**config.mk**
```make
export PLATFORM = sky130hd
export DESIGN_NAME = serial_subtractor
export DESIGN_NICKNAME = d
export VERILOG_FILES = /design/src/rtl/serial_subtractor.sv
export SDC_FILE = /design/constraint.sdc
export NUM_CORES = 1
export LEC_CHECK = 0
export ABC_AREA = 0
export BUFFER_PORTS_ARGS = -buffer_cell sky130_fd_sc_hd__buf_2
export CORE_ASPECT_RATIO = 1.5
export CORE_UTILIZATION = 29
export DETAILED_ROUTE_END_ITERATION = 8
export SLEW_MARGIN = 25
export SYNTH_ARGS = -nofsm -noshare
export SYNTH_HDL_FRONTEND = slang
export SYNTH_SLANG_ARGS = --single-unit
```
**constraint.sdc**
```tcl
create_clock -name clk -period 1.55 [get_ports clk]
set_clock_uncertainty 0.1 [all_clocks]
set_input_delay 0.155 -clock clk [delete_from_list [all_inputs] [get_ports clk]]
set_output_delay 0.155 -clock clk [all_outputs]
set_load 0.01 [all_outputs]
```
**src/rtl/serial_subtractor.sv**
```systemverilog
// Bit-serial subtractor: {bout,diff} = a - b - bin, one bit per clock, LSB first.
// One full-subtractor cell and a borrow flop, with valid/ready handshakes on both sides.
module serial_subtractor #(
    parameter int WIDTH = 8
) (
    input  logic             clk,
    input  logic             rst_n,
    input  logic             in_valid,
    output logic             in_ready,
    input  logic [WIDTH-1:0] a,
    input  logic [WIDTH-1:0] b,
    input  logic             bin,
    output logic             out_valid,
    input  logic             out_ready,
    output logic [WIDTH-1:0] diff,
    output logic             bout
);

    localparam int CW = (WIDTH > 1) ? $clog2(WIDTH) : 1;

    // state | meaning
    // IDLE  | waiting for operands, in_ready high
    // CALC  | one difference bit produced per edge
    // DONE  | result held, out_valid high until out_ready
    typedef enum logic [1:0] {
        IDLE = 2'd0,
        CALC = 2'd1,
        DONE = 2'd2
    } state_t;

    state_t           state_q, state_d;
    logic [WIDTH-1:0] a_q, a_d;
    logic [WIDTH-1:0] b_q, b_d;
    logic [WIDTH-1:0] diff_q, diff_d;
    logic             brw_q, brw_d;
    logic             bout_q, bout_d;
    logic [CW-1:0]    cnt_q, cnt_d;

    logic             d_bit;
    logic             brw_nxt;

    assign d_bit   = a_q[0] ^ b_q[0] ^ brw_q;
    assign brw_nxt = (~a_q[0] & b_q[0]) | (~(a_q[0] ^ b_q[0]) & brw_q);

    always_comb begin
        state_d = state_q;
        a_d     = a_q;
        b_d     = b_q;
        diff_d  = diff_q;
        brw_d   = brw_q;
        bout_d  = bout_q;
        cnt_d   = cnt_q;
        case (state_q)
            IDLE: begin
                if (in_valid) begin
                    a_d     = a;
                    b_d     = b;
                    brw_d   = bin;
                    cnt_d   = '0;
                    state_d = CALC;
                end
            end
            CALC: begin
                // Result bits enter at the MSB so bit 0 lands at the LSB after WIDTH shifts.
                diff_d = {d_bit, diff_q[WIDTH-1:1]};
                a_d    = a_q >> 1;
                b_d    = b_q >> 1;
                brw_d  = brw_nxt;
                cnt_d  = cnt_q + CW'(1);
                if (cnt_q == CW'(WIDTH - 1)) begin
                    bout_d  = brw_nxt;
                    state_d = DONE;
                end
            end
            DONE: begin
                if (out_ready) begin
                    state_d = IDLE;
                end
            end
            default: begin
                state_d = IDLE;
            end
        endcase
    end

    always_ff @(posedge clk or negedge rst_n) begin
        if (!rst_n) begin
            state_q <= IDLE;
            a_q     <= '0;
            b_q     <= '0;
            diff_q  <= '0;
            brw_q   <= 1'b0;
            bout_q  <= 1'b0;
            cnt_q   <= '0;
        end else begin
            state_q <= state_d;
            a_q     <= a_d;
            b_q     <= b_d;
            diff_q  <= diff_d;
            brw_q   <= brw_d;
            bout_q  <= bout_d;
            cnt_q   <= cnt_d;
        end
    end

    assign in_ready  = (state_q == IDLE);
    assign out_valid = (state_q == DONE);
    assign diff      = diff_q;
    assign bout      = bout_q;

endmodule

```
# [After elaboration in Yosys (flattened, before gate mapping)]
# Cells that the tools add are included.
[totals] wordCells=38 input_bits=21 register_bits=31
[op_classes] bitwise=7 n_mux=12 eq_ne=6 addsub=1 n_reduce_logical=5
[ops] op="8-bit one-hot mux with 2 select lines" n=2
[ops] op="8-bit 2-to-1 mux" n=2
[ops] op="2-bit 2-to-1 mux" n=3
[ops] op="2-bit one-hot mux with 3 select lines" n=1
[ops] op="3-bit one-hot mux with 2 select lines" n=1
[ops] op="2-bit != test (second input constant)" n=2
[ops] op="2-bit AND reduction" n=2
[ops] op="3-bit by 1-bit adder with 3-bit output (second input constant)" n=1
[ops] op="3-bit equality test (second input constant)" n=1
[ops] op="3-bit 2-to-1 mux" n=1
[ops] op="3-bit AND reduction" n=1
[ops] op="1-bit bitwise AND" n=2
[ops] op="2-bit by 1-bit equality test with 1-bit output (second input constant)" n=1
[ops] op="2-bit equality test (second input constant)" n=1
[ops] op="2-bit logical NOT" n=1
[ops] op="2-bit by 1-bit != test with 1-bit output (second input constant)" n=1
[ops] op="1-bit inverter" n=2
[ops] op="1-bit one-hot mux with 2 select lines" n=1
[ops] op="2-bit nonzero test" n=1
[ops] op="1-bit XOR" n=2
[ops] op="1-bit 2-to-1 mux" n=1
[ops] op="1-bit bitwise OR" n=1

# [Logic depth before layout (Yosys ltp)]
# Gate-level depths: netlist of the first run.
[depth] word_depth=5 depth_mapped=5

# [Least setup slack after synthesis of the first run]
# Ideal clock, no wire load.
[synth_timing] kind="reg2reg" start="register state_q[1]" end="register b_q[4]" setup_time_ns=0.123 arrival_ns=1.096 required_time_ns=1.327 synth_period_minus_slack_ns=1.319 stages_incl_launch_ff=4 setup_slack_ns=0.231 path_buffers=1 path_cell_list="dfrtp_1 -> buf_6 -> or4b_1 -> o221a_2"
[synth_between] elab_chain_len=3 elab_cells_between_ends=6 classes_between="eq/ne (2); mux (1); reduce/logical (3)"
[synth_lines] item="from (decl)" line_no="31" text="state_t state_q, state_d;"
[synth_lines] item="from (signal assigned)" line_no="96" text="state_q <= state_d;"
[synth_lines] item="2-bit by 1-bit equality test with 1-bit output / 2-bit logical NOT (equally long branches)" line_no="53" text="case (state_q)"
[synth_lines] item="2-bit nonzero test (no line) / 2-bit != test (equally long branches)"
[synth_lines] item="2-bit AND reduction (no line)"
[synth_lines] item="to (signal assigned)" line_no="90" text="b_q <= '0;"
[synth_lines] item="to (signal assigned)" line_no="98" text="b_q <= b_d;"
[synth_lines] item="to (decl)" line_no="33" text="logic [WIDTH-1:0] b_q, b_d;"
# Parallel ways exist; a longest one is shown, timed or not.
# A chain may end at the register's enable or synchronous reset.

# [Worst setup path after layout of the first run]
[layout_timing] start="register state_q[0]" end="output out_valid"
[layout_between] elab_chain_len=1
[layout_lines] item="2-bit equality test" line_no="107" text="assign out_valid = (state_q == DONE);"
[layout_lines] item="to (decl)" line_no="13" text="output logic out_valid,"
# Every way passes these cells.

==> results of run 1 <==
## cell families (layout without fill, tap and decap cells)
family,count (synthesis),count (layout)
compound gates,23,23
fa+ha+maj,3,3
mux,10,10
buf+inv,25,64
flops,31,31
simple gates,36,36
## cells in the mapped netlist
cell type / number
o221a_2: 4
fa_1: 1
buf_2: 3
a22o_1: 2
nor2_1: 1
nand2b_4: 1
nor2b_1: 1
a211oi_1: 10
o21ai_1: 1
o21ba_2: 1
a211o_1: 2
or4b_1: 4
nand3b_1: 1
o21bai_1: 1
mux2i_1: 2
nand2b_1: 3
nor4bb_1: 2
buf_4: 2
a222oi_1: 1
a21oi_1: 1
nor4b_1: 10
buf_6: 6
clkbuf_1: 1
inv_1: 13
mux2_2: 8
dfrtp_1: 31
nor3b_1: 12
and2b_1: 1
ha_1: 2
## final cells by class
cell class	instances	area share
clock buffer	6	0.0424
timing repair buffer	43	0.141
clock inverter	2	0.0180
tap	68	0.0437
multi-input combinational	72	0.330
sequential	31	0.399
inverter	13	0.0251
## power by group through the flow
stage / clock [mW] / combinational (mW) / sequential (mW)
after global placement: 0 / 1.53 / 1.48
after detailed placement: 0 / 1.56 / 1.48
after global routing: 0.891 / 1.78 / 1.49
final: 0.842 / 1.62 / 1.43
after floorplan: 0 / 1.18 / 1.45
after CTS: 0.852 / 1.64 / 1.43
## flip-flops by register name, summed over array words and instances (netlist names)
signal and cells:
a_q 8, cnt_q 3, brw_q 1, diff 8, bout 1, state_q 2, b_q 8
## worst min path at each step
| stage | start | endpoint | slack, ns | cells past startpoint |
|---|---|---|---|---|
| final | bin | brw_q | 0.11 | 3 |
| after floorplan | rst_n | a_q[0] | -0.24 | 0 |
| after detailed placement | rst_n | diff[3] | 0.10 | 2 |
| after global placement | rst_n | diff[3] | 0.1 | 2 |
| after global routing | b[6] | b_q[6] | 0.13 | 3 |
| after CTS | bin | brw_q | 0.1 | 3 |
## metrics by stage
stage	setup WS (ns)	total power [mW]	utilization	cells	cell area, um2
floorplan	0.231	2.63	-	128	1570
global placement	0.0890	3.01	0.347	223	1790
detailed placement	0.0685	3.04	0.347	223	1790
CTS	0.0626	3.93	0.377	235	1950
global route	0.0290	4.16	0.377	235	1950
finish	0.0751	3.89	0.377	235	1950
## per-layer routing
layer  up-vias  wire, um  track usage
met5         -         0            0
met3         6       192       0.0423
met4         0        71       0.0611
li1        546         -            -
met2        31      1430        0.183
met1       541      1430        0.137
## worst max-delay path, stage by stage (launching register included)
cell and delay (ns):
dfrtp_2 0.43, buf_4 0.15, nand2b_1 0.17, inv_1 0.06, buf_2 0.12
## timing repair
item | 4_1_cts | 5_1_grt
hold buffers | 2 | 0
buffers inserted | 2 | 0
endpoints found under the setup margin | 2 | 0
endpoints found under the hold margin | 32 | 0
resized for setup | 1 | 0
==> metrics.cfg, run 1 <==
[sta]
finalHoldViolations=0
max_slew_margin=0.733
drv_slew=0
min_period_ns=1.47
timing.hold.ws_ns=0.113
worst_slew_pin_slew_ns=0.400
finalSetupViolCount=0
fin_crit_sh=0.952
rsz0062_at_grt=false
max_freq_ghz=0.678
fin_setup_tns_ns=0

[synth]
postSynthAreaPerCell_um2=12.3
ys_warn_count=0
ys_seq_area_frac=0.494
syn_inst=128
synthesis.area_um2=1570
synth_compound_area_frac=0.123
ys_ff_latch=31
ys_types=29
synth_area_leaders=dfrtp_1, mux2_2, nor3b_1
synthAdderAreaFrac=0.0287
syn_nets=152
synth_top_area_share=0.494
synth_top_family_by_area=simple AND/OR/NAND/NOR gates
synth_xor_area_frac=0
synth_top_area_cell=dfrtp_1
synth_simple_gate_area_frac=0.188
synth_mux_area_frac=0.0702

[layout]
final_layout_size_suffix_gt1_frac=0.383
syn_to_final_growth_pct=24.1
fin_nets=190
multi_input_area_um2=643
fillerInstances=503
antenna_cells=0
most-common-layout-cells=buf_2, dfrtp_1, inv_1
final_common_cell=buf_2
regArea_um2=777

[global_route]
antenna_found_initial=0
grt_max_degree=33
track_usage=0.118
grt-ovfl-total=0
grt_pass1_wl_um=4870
grt_pass1_vias=1100

[pwr]
p_clk_frac=0.217
power_density_nw_per_um2=2000
pwr-share-seq=0.368
switching_share=0.330
switchingPower_mw=1.28
internal_power_mw=2.61
p_leak_nw=0.903
vdd_ir_drop_max_mv=0.532
combPwrFrac=0.416

[critical_path]
r2r_start=state_q[1]
cp-start-kind=flop
critPathLaunch=state_q[0]
reg2reg_depth=3
timing.rr.end=a_q[6]
cp_max_fo=5
worstPathRequired_ns=1.29
critPathKind=flop to output pin
arrival_ns=1.22
regToRegSetupSlack_ns=0.08
cp-end-kind=output pin
worstSetupEndpoint=out_valid

[routing]
wl_per_cell_um=13.3
vias_per_cell=4.78
firstDrtPassIters=4
wirelength_um=3130
drcViolationCount=0
drt_iter0_drc=65
via_count=1124
ant_nets=0

[die]
initial_core_util=0.304
die_width_um=62.1
die_y_um=92.1
coreArea_um2=5160
boundaryPins=32
rows=32
die-area_um2=5710

[placement]
place.gp.congestion=0.720
portBuffers=31
dp_hpwl_um=2130

[clock_network]
clk_pin_slew_ns=0.07
cts.sinks=31
cts_tree=yes
cts_root_buf=clkbuf_8
numCtsBuffers=5
clockBufferDepth=2
clk_latency_ns=0.29
h-tree-depth=2

[flow_run]
cap_violations=0

[status]
status=finished clean

[worst_hold_path]
hold_path_class=input pin to flop

No activity file was read; power rests on OpenSTA's default activity.
==> run 2, diff against run 1 <==
--- a/config.mk
+++ b/config.mk
@@ -10,6 +10,7 @@
 export CORE_ASPECT_RATIO = 1.5
 export CORE_UTILIZATION = 29
 export DETAILED_ROUTE_END_ITERATION = 8
+export RECOVER_POWER = 25
 export SLEW_MARGIN = 25
 export SYNTH_ARGS = -nofsm -noshare
 export SYNTH_HDL_FRONTEND = slang
==> metrics.cfg, run 2 (synthesis results as in run 1) <==
[status]
status=finished clean  ; unchanged

[placement]
dp_hpwl_um=2130  ; unchanged
portBuffers=31  ; unchanged
place.gp.congestion=0.720  ; unchanged
preCtsSetupSlack_ns=0.0685  ; unchanged

[clock_network]
clockBufferDepth=2  ; unchanged
cts_tree=yes  ; unchanged
numCtsBuffers=5  ; unchanged
cts_root_buf=clkbuf_8  ; unchanged
h-tree-depth=2  ; unchanged
clk_latency_ns=0.29  ; about the same
cts.sinks=31  ; unchanged
clk_pin_slew_ns=0.07  ; about the same

[routing]
wl_per_cell_um=13.3  ; unchanged
wirelength_um=3130  ; unchanged
firstDrtPassIters=4  ; unchanged
via_count=1124  ; unchanged
ant_nets=0  ; unchanged
drt_iter0_drc=65  ; unchanged
drcViolationCount=0  ; unchanged
vias_per_cell=4.78  ; unchanged

[sta]
fin_setup_tns_ns=0  ; unchanged
drv_slew=0  ; unchanged
min_period_ns=1.47  ; unchanged
worst_slack_ns=0.0751  ; unchanged
max_freq_ghz=0.678  ; unchanged
timing.hold.ws_ns=0.113  ; unchanged
worst_slew_pin_slew_ns=0.771  ; was 0.400 ns
finalSetupViolCount=0  ; unchanged
fin_crit_sh=0.952  ; unchanged
rsz0062_at_grt=false  ; unchanged
max_slew_margin=0.486  ; was 0.733
finalHoldViolations=0  ; unchanged

[layout]
final_common_cell=buf_2  ; unchanged
most-common-layout-cells=buf_2, dfrtp_1, inv_1  ; unchanged
postLayoutCoreUtil=0.376  ; was 0.377
final_layout_size_suffix_gt1_frac=0.383  ; unchanged
syn_to_final_growth_pct=23.9  ; was 24.1%
antenna_cells=0  ; unchanged
fillerInstances=504  ; was 503
fin_nets=190  ; unchanged
regArea_um2=777  ; unchanged
multi_input_area_um2=643  ; unchanged

[pwr]
combPwrFrac=0.415  ; was 0.416
p_leak_nw=0.902  ; was 0.903 nW
switching_share=0.330  ; about the same
internal_power_mw=2.61  ; about the same
p_clk_frac=0.217  ; about the same
vdd_ir_drop_max_mv=0.532  ; about the same
power_mw=3.89  ; about the same
pwr-share-seq=0.368  ; about the same
switchingPower_mw=1.28  ; about the same
power_density_nw_per_um2=2000  ; about the same

[critical_path]
critPathKind=flop to output pin  ; unchanged
arrival_ns=1.22  ; about the same
cp-end-kind=output pin  ; unchanged
worstPathRequired_ns=1.29  ; about the same
cp-start-kind=flop  ; unchanged
cp_max_fo=5  ; unchanged

[die]
boundaryPins=32  ; unchanged
die-area_um2=5710  ; unchanged
coreArea_um2=5160  ; unchanged
die_width_um=62.1  ; unchanged
die_y_um=92.1  ; unchanged
initial_core_util=0.304  ; unchanged
rows=32  ; unchanged

[flow_run]
cap_violations=0  ; unchanged

[global_route]
track_usage=0.118  ; unchanged
grt_pass1_wl_um=4870  ; unchanged
grt_max_degree=33  ; unchanged
antenna_found_initial=0  ; unchanged
grt-ovfl-total=0  ; unchanged
grt_pass1_vias=1100  ; unchanged

[worst_hold_path]
hold_path_class=input pin to flop  ; unchanged

-- run 2: changes by cell type in the layout (fill, tap and decap cells not counted), sizes merged --
cell	change
clkbuf	+1
buf	-1
-- run 2: layer usage --
| layer | vias up | global-route usage | part of all wire |
|---|---|---|---|
| met5 | - | 0 | 0 |
| met2 | 31 | 0.183 | 0.46 |
| met3 | 6 | 0.0423 | 0.061 |
| met4 | 0 | 0.0611 | 0.023 |
| met1 | 541 | 0.137 | 0.46 |
| li1 | 546 | - | - |
-- run 2: worst paths after layout --
check,start,to,slack [ns],cells after the start
worst min register to register,cnt_q[0],cnt_q[0],0.39,1
worst min-delay path,bin,brw_q,0.11,3
worst max-delay path,state_q[0],out_valid,0.08,4
max in group asynchronous,rst_n,state_q[0],0.37,3
min in group asynchronous,rst_n,diff[6],0.44,3
worst max register to register,state_q[1],a_q[6],0.08,3
-- run 2: cell type report --
class                      count  share of cell area
timing repair buffer          43               0.140
sequential                    31               0.400
multi-input combinational     72               0.331
inverter                      13              0.0251
clock inverter                 2              0.0180
clock buffer                   6              0.0425
tap                           68              0.0438
-- run 2: power by group through the flow --
stage	Clock [mW]	Combinational, mW	Sequential, mW
floorplan	0	1.18	1.45
global placement	0	1.53	1.48
detailed placement	0	1.56	1.48
CTS	0.852	1.64	1.43
global route	0.891	1.78	1.49
finish	0.842	1.61	1.43
-- run 2: through the flow --
| step | instance area (um2) | std cells |
|---|---|---|
| finish | 1940 | 235 |
| global placement | 1790 | 223 |
| global route | 1940 | 235 |
| detailed placement | 1790 | 223 |
| floorplan | 1570 | 128 |
| CTS | 1950 | 235 |
-- run 2: worst max-delay path, cell delays in order (launching register included) --
cell and delay, ns:
dfrtp_2 0.43, buf_4 0.15, nand2b_1 0.17, inv_1 0.06
buf_2 0.12
-- run 2: repair_timing --
item                                   CTS  global route
gates resized for setup                  1             0
endpoints found under the hold margin   32             0
setup endpoints to repair                2             0
hold buffers                             2             0
buffers inserted                         2             0
==> run 3, diff against run 2 <==
--- a/config.mk
+++ b/config.mk
@@ -7,9 +7,12 @@
 export LEC_CHECK = 0
 export ABC_AREA = 0
 export BUFFER_PORTS_ARGS = -buffer_cell sky130_fd_sc_hd__buf_2
+export CELL_PAD_IN_SITES_DETAIL_PLACEMENT = 0
+export CELL_PAD_IN_SITES_GLOBAL_PLACEMENT = 1
 export CORE_ASPECT_RATIO = 1.5
 export CORE_UTILIZATION = 29
 export DETAILED_ROUTE_END_ITERATION = 8
+export PLACE_DENSITY_LB_ADDON = 0.1
 export RECOVER_POWER = 25
 export SLEW_MARGIN = 25
 export SYNTH_ARGS = -nofsm -noshare
==> metrics.cfg, run 3 (synthesis results as in run 1) <==
[clock_network]
cts_root_buf=clkbuf_8  ; unchanged
cts.sinks=31  ; unchanged
numCtsBuffers=5  ; unchanged
clk_pin_slew_ns=0.07  ; about the same
h-tree-depth=2  ; unchanged
cts_tree=yes  ; unchanged
clockBufferDepth=2  ; unchanged
clk_latency_ns=0.28  ; was 0.29 ns

[sta]
fin_setup_tns_ns=0  ; unchanged
min_period_ns=1.47  ; about the same
fin_crit_sh=0.952  ; about the same
max_freq_ghz=0.678  ; about the same
max_slew_margin=0.468  ; was 0.486
rsz0062_at_grt=false  ; unchanged
worst_slew_pin_slew_ns=0.799  ; was 0.771 ns
worst_slack_ns=0.0751  ; about the same
finalSetupViolCount=0  ; unchanged
drv_slew=0  ; unchanged
finalHoldViolations=0  ; unchanged
timing.hold.ws_ns=0.128  ; was 0.113 ns

[critical_path]
cp_max_fo=15  ; was 5
critPathKind=flop to output pin  ; unchanged
cpLargestDelayFamily=flip-flops  ; unchanged
path_cells=buf_4 -> nand2b_1 -> inv_1 -> buf_2  ; unchanged
slowest_stage=dfrtp_2  ; unchanged
crit_buf_inv=3  ; unchanged
critPathMaxStageDelay_ns=0.42  ; was 0.43 ns
arrival_ns=1.22  ; about the same
worstPathRequired_ns=1.29  ; about the same
cp-start-kind=flop  ; unchanged
cp-end-kind=output pin  ; unchanged

[global_route]
grt_max_degree=32  ; was 33
use_met1=0.163  ; was 0.137
grt_pass1_wl_um=5390  ; was 4870 um
grt_pass1_vias=1143  ; was 1100
grt-ovfl-total=0  ; unchanged
track_usage=0.131  ; was 0.118
grt-busiest-layer=met2  ; unchanged
use_met2=0.205  ; was 0.183
grt_util_met3=0.0423  ; unchanged
antenna_found_initial=0  ; unchanged

[die]
die-area_um2=5710  ; unchanged
die_width_um=62.1  ; unchanged
rows=32  ; unchanged
boundaryPins=32  ; unchanged
die_y_um=92.1  ; unchanged
initial_core_util=0.304  ; unchanged
coreArea_um2=5160  ; unchanged

[placement]
portBuffers=31  ; unchanged
preCtsSetupSlack_ns=0.137  ; was 0.0685 ns
dp_hpwl_um=2260  ; was 2130 um
place.gp.congestion=0.684  ; was 0.720

[pwr]
combPwrFrac=0.428  ; was 0.415
vdd_ir_drop_max_mv=0.522  ; was 0.532 mV
p_leak_nw=0.888  ; was 0.902 nW
p_clk_frac=0.187  ; was 0.217
internal_power_mw=2.46  ; was 2.61 mW
switching_share=0.336  ; was 0.330
power_density_nw_per_um2=1940  ; was 2000 nW/um2
switchingPower_mw=1.25  ; was 1.28 mW
pwr-share-seq=0.385  ; was 0.368

[routing]
via_count=1130  ; was 1124
firstDrtPassIters=4  ; unchanged
drcViolationCount=0  ; unchanged
wl_per_cell_um=13.9  ; was 13.3 um
vias_per_cell=4.79  ; was 4.78
drt_iter0_drc=25  ; was 65
wirelength_um=3270  ; was 3130 um
ant_nets=0  ; unchanged

[layout]
multi_input_area_um2=646  ; was 643 um2
antenna_cells=0  ; unchanged
syn_to_final_growth_pct=21.9  ; was 23.9%
fin_nets=191  ; was 190
regArea_um2=778  ; was 777 um2
fillerInstances=547  ; was 504
final_layout_size_suffix_gt1_frac=0.393  ; was 0.383
final_common_cell=buf_2  ; unchanged
most-common-layout-cells=buf_2, dfrtp_1, inv_1  ; unchanged

[status]
status=finished clean  ; unchanged

[flow_run]
cap_violations=0  ; unchanged

[worst_hold_path]
hold_path_class=input pin to flop  ; unchanged

## run 3: worst register-to-register path, delay by kind of cell, from the launching register on
| kind | cells | cell delay [ns] |
|---|---|---|
| AND/OR/NAND/NOR | 1 | 0.51 |
| flip-flops | 1 | 0.43 |
| buffers and inverters | 1 | 0.16 |
| AO/OA/AOI/OAI | 1 | 0.14 |
## run 3: cell type report
class                   count  share of cell area
clock buffers               8              0.0523
well taps                  68              0.0445
repair buffers             44               0.133
flip-flops and latches     31               0.407
inverters                  13              0.0255
multi-input cells          72               0.337
## run 3: worst paths after layout
path / from / end / slack, ns / cells after the start
max: state_q[0] / out_valid / 0.08 / 4
min: b[6] / b_q[6] / 0.13 / 3
max reg2reg: state_q[1] / b_q[5] / 0.09 / 3
min reg2reg: cnt_q[0] / cnt_q[0] / 0.39 / 1
max in group asynchronous: rst_n / state_q[0] / 0.32 / 3
min in group asynchronous: rst_n / b_q[2] / 0.48 / 3
## run 3: layer usage
| layer | routed length (um) | vias up |
|---|---|---|
| met1 | 1480 | 552 |
| met5 | 0 | - |
| met4 | 57 | 0 |
| li1 | - | 545 |
| met2 | 1600 | 28 |
| met3 | 135 | 5 |
## run 3: what timing repair did
| item | 4_1_cts | 5_1_grt |
|---|---|---|
| endpoints found under the hold margin | 32 | 0 |
| setup buffers | 2 | 1 |
| gates resized for setup | 2 | 1 |
| cloned | 0 | 0 |
| setup endpoints to repair | 2 | 2 |
| hold buffers | 2 | 0 |
## run 3: power by group through the flow
| stage | registers (mW) | clock network [mW] | logic [mW] |
|---|---|---|---|
| 2_1_floorplan | 1.45 | 0 | 1.18 |
| 6_report | 1.43 | 0.695 | 1.59 |
| 3_5_place_dp | 1.48 | 0 | 1.54 |
| 4_1_cts | 1.44 | 0.724 | 1.61 |
| 5_1_grt | 1.49 | 0.765 | 1.79 |
| 3_3_place_gp | 1.48 | 0 | 1.49 |
## run 3: through the flow
step / total power, mW / std cells / utilization / instance area, um2
2_1_floorplan: 2.63 / 128 / - / 1570
3_3_place_gp: 2.97 / 223 / 0.342 / 1770
3_5_place_dp: 3.02 / 223 / 0.342 / 1770
4_1_cts: 3.77 / 235 / 0.369 / 1910
5_1_grt: 4.05 / 236 / 0.370 / 1910
6_report: 3.71 / 236 / 0.370 / 1910
